<file path="config.mk">
export PLATFORM = sky130hd
export DESIGN_NAME = evt_count_ctrl
export DESIGN_NICKNAME = d
export VERILOG_FILES = /design/src/rtl/evt_count_ctrl.sv
export SDC_FILE = /design/constraint.sdc
export NUM_CORES = 1
export LEC_CHECK = 0
export CAP_MARGIN = 20
export CORE_MARGIN = 3
export CORE_UTILIZATION = 45
export DETAILED_ROUTE_END_ITERATION = 12
export PLACE_DENSITY = 0.74
export SYNTH_ARGS = -nofsm -noshare
export SYNTH_HDL_FRONTEND = slang
export SYNTH_SLANG_ARGS = --single-unit
export TNS_END_PERCENT = 1
</file>
<file path="constraint.sdc">
create_clock -name clk -period 1.64 [get_ports clk]
set_input_delay 0.328 -clock clk [delete_from_list [all_inputs] [get_ports clk]]
set_output_delay 0.328 -clock clk [all_outputs]
set_load 0.005 [all_outputs]
</file>
<file path="src/rtl/evt_count_ctrl.sv">
// Event counter with start/abort control, programmable terminal value,
// runtime up/down direction, completion flag and sticky overrun flag.
module evt_count_ctrl #(
  parameter int WIDTH = 4
) (
  input  logic             clk,
  input  logic             rst,
  input  logic             start,
  input  logic             abort,
  input  logic             x,
  input  logic             up_dn,
  input  logic [WIDTH-1:0] limit,
  output logic [WIDTH-1:0] q,
  output logic             g,
  output logic             busy,
  output logic [1:0]       state,
  output logic             overrun
);

  typedef enum logic [1:0] {
    IDLE = 2'b00,
    WAIT = 2'b01,
    RUN  = 2'b10,
    DONE = 2'b11
  } state_t;

  state_t           st;
  logic [WIDTH-1:0] lim_r;
  logic             up_r;
  logic             tc;
  logic [WIDTH-1:0] nxt_q;
  logic [WIDTH-1:0] load_q;

  // Terminal count uses only latched settings so mid-run input changes are inert
  assign tc     = up_r ? (q == lim_r) : (q == '0);
  assign nxt_q  = up_r ? q + WIDTH'(1) : q - WIDTH'(1);
  assign load_q = up_dn ? '0 : limit;
  assign state  = st;

  always_ff @(posedge clk or posedge rst) begin
    if (rst) begin
      st      <= IDLE;
      q       <= '0;
      g       <= 1'b0;
      busy    <= 1'b0;
      overrun <= 1'b0;
      lim_r   <= '0;
      up_r    <= 1'b1;
    end else if (abort) begin
      st   <= IDLE;
      g    <= 1'b0;
      busy <= 1'b0;
    end else begin
      unique case (st)
        IDLE: begin
          if (start) begin
            lim_r   <= limit;
            up_r    <= up_dn;
            q       <= load_q;
            g       <= 1'b0;
            overrun <= 1'b0;
            busy    <= 1'b1;
            st      <= WAIT;
          end
        end
        WAIT: begin
          if (tc) begin
            g    <= 1'b1;
            busy <= 1'b0;
            st   <= DONE;
          end else if (x) begin
            q  <= nxt_q;
            st <= RUN;
          end
        end
        RUN: begin
          if (tc) begin
            g    <= 1'b1;
            busy <= 1'b0;
            st   <= DONE;
          end else if (x) begin
            q <= nxt_q;
          end else begin
            st <= WAIT;
          end
        end
        DONE: begin
          if (start) begin
            lim_r   <= limit;
            up_r    <= up_dn;
            q       <= load_q;
            g       <= 1'b0;
            overrun <= 1'b0;
            busy    <= 1'b1;
            st      <= WAIT;
          end else if (x) begin
            overrun <= 1'b1;
          end
        end
        default: st <= IDLE;
      endcase
    end
  end

endmodule

</file>
* Word-level counts from Yosys, hierarchy flattened
Cells that the tools add are included.
Storage, ports and cells: flip-flop bits (word level) 14, output and inout bits 9, word-level logic and storage cells 58
Operators by class: add/subtract/negate cells 2, equality and inequality tests 13, mux-type cells 25, bitwise operators 1, reductions and logical operators 10
Operators with widths (number):
- $mux 4 | 5
- $mux 2 | 6
- $mux 1 | 9
- $ne 4x4->1 const B | 2
- $pmux 4 s2 | 1
- $reduce_and 4->1 | 2
- $ne 3x1->1 const B | 2
- $pmux 1 s2 | 3
- $pmux 2 s3 | 1
- $reduce_and 3->1 | 2
- $add 4x1->4 const B | 1
- $eq 2x2->1 const B | 2
- $eq 4x4->1 | 1
- $logic_not 4->1 | 1
- $ne 2x1->1 const B | 2
- $ne 2x2->1 const B | 2
- $reduce_or 2->1 | 2
- $sub 4x1->4 const B | 1
- $ne 3x3->1 const B | 1
- $eq 2x1->1 const B | 1
- $logic_not 2->1 | 1
- $reduce_and 2->1 | 1
- $reduce_bool 2->1 | 1
- $not 1->1 | 1

* Longest topological paths before layout
Gate-level depths: netlist of run 1.
depth in word-level cells 5, mapped depth 7, depth with buffers taken out 7

* Worst setup path before layout of run 1
No wires, ideal clock.
path type register to register, from register st[0] (netlist: state[0]), to register lim_r[0], setup time 128 ps, data arrival time 1616 ps, data required time 1512 ps, slack -104 ps, stages on the path, launching flop included 6, path buffers 0, period minus slack after synthesis 1744 ps, cell sequence dfrtp_1 inv_1 ha_1 nand2b_1 nor2_2 mux2_1
Between the ends: word-level cells in the longest chain between the ends 3, elaborated cells between the ends (all ways) 4
Ends and longest elaborated chain:
- start, declared | RTL line 27 | state_t st;
- start signal, assigned | RTL line 42 | st <= IDLE;
- start signal, assigned | RTL line 50 | st <= IDLE;
- start signal, assigned | RTL line 63 | st <= WAIT;
- $eq 2x2->1 / $logic_not 2->1 (equally long branches) | RTL line 54 | unique case (st)
- $reduce_or 2->1 (no source line) (*)
- $reduce_and 3->1 (no source line) (*)
- end signal, assigned | RTL line 57 | lim_r <= limit;
- end signal, assigned | RTL line 89 | lim_r <= limit;
- end, declared | RTL line 28 | logic [WIDTH-1:0] lim_r;
Mark *: on every way between the ends. The rest lies on a longest branch, timed or not. A chain may end at the register's enable or synchronous reset.

* Worst setup path in the final report of run 1
from register up_r, to register q[3]
Between the ends: word-level cells in the longest chain between the ends 4, elaborated cells between the ends (all ways) 7
Ends and longest elaborated chain:
- start, declared | RTL line 29 | logic up_r;
- start signal, assigned | RTL line 58 | up_r <= up_dn;
- start signal, assigned | RTL line 90 | up_r <= up_dn;
- $mux 4 | RTL line 36 | assign nxt_q = up_r ? q + WIDTH'(1) : q - WIDTH'(1);
- $mux 4 | RTL line 71, 81
- $mux 4 | RTL line 77 | if (tc) begin
- $pmux 4 s2 | RTL line 54
- end signal, assigned | RTL line 59 | q <= load_q;
- end signal, assigned | RTL line 72 | q <= nxt_q;
- end signal, assigned | RTL line 82 | q <= nxt_q;
- end, declared | RTL line 13 | output logic [WIDTH-1:0] q,
Several ways; a longest one is shown, not always the timed one. The select of a mux whose other input is x is not followed.

==> flow_summary.ini, run 1 <==
[outcome]
outcome = finished, violations left
violations = negative setup slack

[final_layout]
final_cell_area_um2 = 1460
synthToLayoutAreaGrowth_pct = 55.7
final_core_util = 0.795
drive_above_1_share = 0.380
diodes = 0
final_nets = 148

[timing]
hold_violations = 0
rsz0062_at_grt = yes
finClkSkew_ns = 0.00314
setup_violations = 1
period_minus_slack_ns = 1.65
finalCritPeriodShare = 1.01
maxSlewHeadroom = 0.629
setup_slack_ns = -0.0137
fmax_ghz = 0.605
holdWs_ns = 0.383
worst_pin_slew_ns = 0.555
drv_slew = 0

[synthesis]
synth_edf_count = 0
postSynthCellCount = 90
synth-compound-area-share = 0.198
synth_warnings = 0
async_reset_ff_frac = 1.00
yosys.area_share.simple = 0.120
avgSynthCellArea_um2 = 10.4
syn_area_um2 = 940
synth_xor_area_frac = 0.0559
yosys.area_share.adder = 0.115
synth-seq-area-share = 0.374
synth_cell_types = 37
muxShareOfSynthArea = 0.0959
synth-seq-cells = 14
synth_top_family_by_area = compound AO/OA/AOI/OAI gates
synthFlopType = dfrtp_1
syn_nets = 108

[clock_tree]
clockBufferDepth = 2
root_buffer = clkbuf_4
cts_buffers = 3
cts_tree = yes
insertion_delay_ns = 0.28
clock_sinks = 14
htree_levels = 1
clkTransAtPathRegs_ns = 0.09

[global_routing]
grt_pass1_vias = 872
grt_util_all_layers = 0.179
grt_overflow_total = 0
grt_first_pass_wirelength_um = 3600
antenna_found_initial = 0
grt_max_degree = 15

[detailed_routing]
drc_errors = 0
first_pass_iters = 4
post_drt_wl_per_cell_um = 15.5
vias = 839
dr.first_iter.drc_count = 24
wl_um = 2390
ant_nets = 0
viasPerCell = 5.45

[worst_setup_path]
start_kind = register
crit_arrival_ns = 1.81
required_ns = 1.80
endpoint_kind = register
crit_fanout = 4
worst-setup-path-type = register to register

[place]
place_congestion = 0.924
postPlaceCellArea_um2 = 1300
io_buffers = 18
hpwl_um = 1670

[job]
maxCapViolCount = 0

[die]
start_util = 0.511
die_area_um2 = 2670
die_height_um = 51.7
die_w_um = 51.7
ios = 19
core_um2 = 1840
rows = 15

[power]
ir_drop_mv = 1.25
power_w = 0.00307
power.density_cell_area_nw_per_um2 = 2100
p_leak_nw = 0.665

[worst_hold_path]
hold_class = primary input to asynchronous set/reset pin
[power by group]
part	total (W)	switching (W)	internal [W]
Combinational	0.00207	0.000895	0.00117
Sequential	0.000747	0.000216	0.000531
Clock	0.000255	0.000120	0.000135
[state kept, by name, indices dropped and copies added, names as in the netlist]
| name | flops |
|---|---|
| g | 1 |
| lim_r | 4 |
| q | 4 |
| up_r | 1 |
| busy | 1 |
| state | 2 |
| overrun | 1 |
[metal layers]
layer,share of wire,wire [µm],GRT usage
met1,0.46,1100,0.222
met2,0.50,1200,0.316
met3,0.031,73,0.0344
met4,0.0088,21,0.0480
met5,0,0,0
[kinds of logic (layout without fill, tap and decap cells)]
| family | count (synthesis) | after routing |
|---|---|---|
| buffers and inverters | 10 | 49 |
| DFF | 14 | 14 |
| xor gates and xnor gates | 6 | 6 |
| and+or+nand+nor | 20 | 20 |
| adders and majority gates | 8 | 8 |
| muxes | 8 | 8 |
| AOI/OAI and AO/OA | 24 | 24 |
[stage by stage]
step / cells / setup WS, ns / setup TNS, ns
2_1_floorplan: 90 / -0.0314 / -0.0860
3_3_place_gp: 149 / -0.0975 / -0.393
3_5_place_dp: 149 / -0.114 / -0.640
4_1_cts: 154 / -0.0676 / -0.151
5_1_grt: 154 / -0.0638 / -0.206
6_report: 154 / -0.0137 / -0.0137
[timing repair]
action,CTS,global route
gates resized for setup,9,18
setup endpoints to repair,7,15
pin swaps,6,10
buffers inserted,1,0
hold buffers,0,0
gates cloned,0,0
[layout make-up]
type	instances	area [µm²]
fillers	126	377
flip-flops and latches	14	357
clock buffers	4	36.3
repair buffers	37	345
inverters	8	32.5
well taps	25	31.3
multi-input cells	66	661
[worst paths after layout]
| kind | startpoint | end | slack (ns) | cells past startpoint |
|---|---|---|---|---|
| worst max-delay path | up_r | q[3] | -0.01 | 7 |
| worst min-delay path | rst | lim_r[0] | 0.38 | 2 |
| worst max register to register | up_r | q[3] | -0.01 | 7 |
| worst min register to register | busy | busy | 0.53 | 1 |
| max in group asynchronous | rst | q[0] | 0.86 | 2 |
| min in group clk | busy | busy | 0.53 | 1 |
[cells in the final DEF, fill, tap and decap left out, types with 4 or more instances in the layout]
master	synthesis	layout
buf_4	0	16
clkdlybuf4s50_1	0	12
dfrtp_1	13	9
inv_1	8	6
a21oi_1	6	5
dlymetal6s2s_1	0	5
nand2_1	5	4
nand3_1	4	4
mux2_1	4	4
dfrtp_2	0	4
[synth_stat cells (all sizes together) (3+ instances only)]
cell type,number,area [µm²]
a21oi,6,30.0
dfrtp,13,325
o21ai,4,31.3
a2bb2oi,3,26.3
nor2,4,17.5
mux2i,3,30.0
mux2,5,60.1
xnor2,5,43.8
nand3,5,30.0
ha,7,87.6
nand2,5,18.8
inv,8,30.0
[critical path: stages, from the launching register on]
cell	delay [ns]
dfstp_2	0.56
inv_4	0.05
buf_4	0.14
ha_4	0.21
a21oi_2	0.18
xnor2_2	0.15
a2bb2oi_2	0.15
o211ai_1	0.08
Power figures use the tool's default switching activity.
==> run 2: changes to the inputs <==
CTS_CLUSTER_DIAMETER = 50   (was not set)
==> results of run 2 <==
Final layout, timing and power as in run 1 (identical DEF).
==> edit, RTL diff (flow settings as in run 1) <==
Reset style: synchronous (`rst`), changed in one clocked block.
--- a/src/rtl/evt_count_ctrl.sv
+++ b/src/rtl/evt_count_ctrl.sv
@@ -37,7 +37,7 @@
   assign load_q = up_dn ? '0 : limit;
   assign state  = st;
 
-  always_ff @(posedge clk or posedge rst) begin
+  always_ff @(posedge clk) begin
     if (rst) begin
       st      <= IDLE;
       q       <= '0;
Function: differs if rst is asserted again (counterexample within 4 cycles, from zero or initial values and one cycle with rst high); with rst held inactive, the same outputs for 10 cycles.
==> edit against run 1 <==
- the flow still finishes with violations (negative setup slack)
- design area grew 2.3%
- setup slack worse by 0.19 ns
- cell count rose by 16%
- clock skew is 0.0041 ns higher
- sequential cell count stayed put
- synthesized area is 1.5% lower
- global-route usage is 3.9 points higher
- routed wire length up 38%
Power is not compared: it rests on default switching activity, and its combinational part moved more than twofold at a synthesized area within 25%.
==> edit: results <==
group,metric,value,unit
cells_and_area,drive_above_1_share,0.351,
detailed_routing,vias_per_cell,6.02,
synth,syn_nets,130,
detailed_routing,wl_met2,1510,µm
synth,yosys.area_share.adder,0.116,
min_path,hold_path_class,"register to register",
synth,yosysUniqueCellTypes,39,
synth,ys_top_cells_by_count,"dfxtp_1 (14), a21oi_1 (11), ha_1 (7), nand2b_1 (7), o21ai_0 (7)",
power_and_ir_drop,ir_drop,0.860,mV
timing,finalSetupViolCount,4,
clocking,clk_latency,0.30,ns
worst_setup_path,crit_arrival,2.00,ns
synth,synth_compound_area_frac,0.251,
worst_setup_path,critPathMaxStageDelay,0.50,ns
synth,yosys-top-cells-area,"dfxtp_1 (30%), ha_1 (9.5%), a21oi_1 (5.9%)",
global_routing,grt_use_met1,0.301,
detailed_routing,wl,3300,µm
synth,ys_seq_area_frac,0.303,
worst_setup_path,cp_slowest_cell,"nor3_1",
global_routing,grt_pass1_vias,981,
detailed_routing,first_iter_violations,40,
cells_and_area,num-fill-cells,128,
global_routing,grt_pass1_wl,4320,µm
placed_design,hpwl,2010,µm
timing,slew_headroom,0.618,
worst_setup_path,crit_path_max_fanout,7,
global_routing,grt_start_max_net_pins,12,
global_routing,met2_usage,0.347,
timing,hold_ws,0.516,ns
placed_design,gp_congestion,0.856,
synth,synthArstFlopShare,0,
detailed_routing,m1WireLength,1340,µm
run_status,violations,"negative setup slack",
worst_setup_path,r2r_setup_slack,-0.20,ns
synth,synthMuxAreaShare,0.0108,
power_and_ir_drop,p_leak,0.667,nW
synth,synth_xor_area_frac,0.0473,
global_routing,track_usage,0.219,
timing,skew,0.00726,ns
global_routing,use_met3,0.0350,
timing,timing.final.ws_setup,-0.200,ns
cells_and_area,nets,173,
detailed_routing,wl_met3,269,µm
run_status,status,"finished with violations",
## edit: cell types whose count changed after synthesis, moves of 4 or more
cell / before / now
a21oi_1: 6 / 11
a31oi_1: 0 / 5
dfrtp_1: 13 / 0
nor3_1: 0 / 4
o21ai_0: 1 / 7
nand2b_1: 2 / 7
dfxtp_1: 0 / 14
inv_1: 8 / 4
mux2_1: 4 / 0
## edit: area by class of cell
cell class | instances | share of cell area
Tap cell | 25 | 0.0209
Inverter | 4 | 0.0134
Sequential cell | 14 | 0.199
Multi-Input combinational cell | 90 | 0.490
Timing Repair Buffer | 42 | 0.253
Clock buffer | 4 | 0.0242
## edit: timing repair
item                       in CTS  in global routing
buffers inserted                0                  3
pin swaps                       2                  8
hold buffers                    0                  0
setup endpoints to repair       6                 11
hold endpoints to repair        0                  0
gates resized for setup         3                 24
## edit: stage by stage
step | cells | worst slack [ns] | instance area, µm² | TNS, ns
after floorplan | 112 | -0.0140 | 963 | -0.0140
after global placement | 172 | -0.0999 | 1310 | -0.521
after detailed placement | 172 | -0.232 | 1310 | -0.892
after CTS | 176 | -0.00945 | 1360 | -0.0123
after global routing | 179 | -0.243 | 1500 | -0.813
final | 179 | -0.200 | 1500 | -0.613
## edit: path summary, 6_finish.rpt
check	startpoint	end	cells past startpoint
hold / removal	state[0]	state[0]	2
hold reg to reg	state[0]	state[0]	2
setup / recovery	state[0]	q[3]	6
setup reg to reg	state[0]	q[3]	6
## edit: worst max-delay path: cells and delay by family (launching register included)
family / cells / cell delay (ns)
adder cells (fa/ha/maj): 1 / 0.27
AO/OA/AOI/OAI: 1 / 0.19
AND/OR/NAND/NOR: 3 / 0.81
buffers and inverters: 1 / 0.04
flip-flops: 1 / 0.37
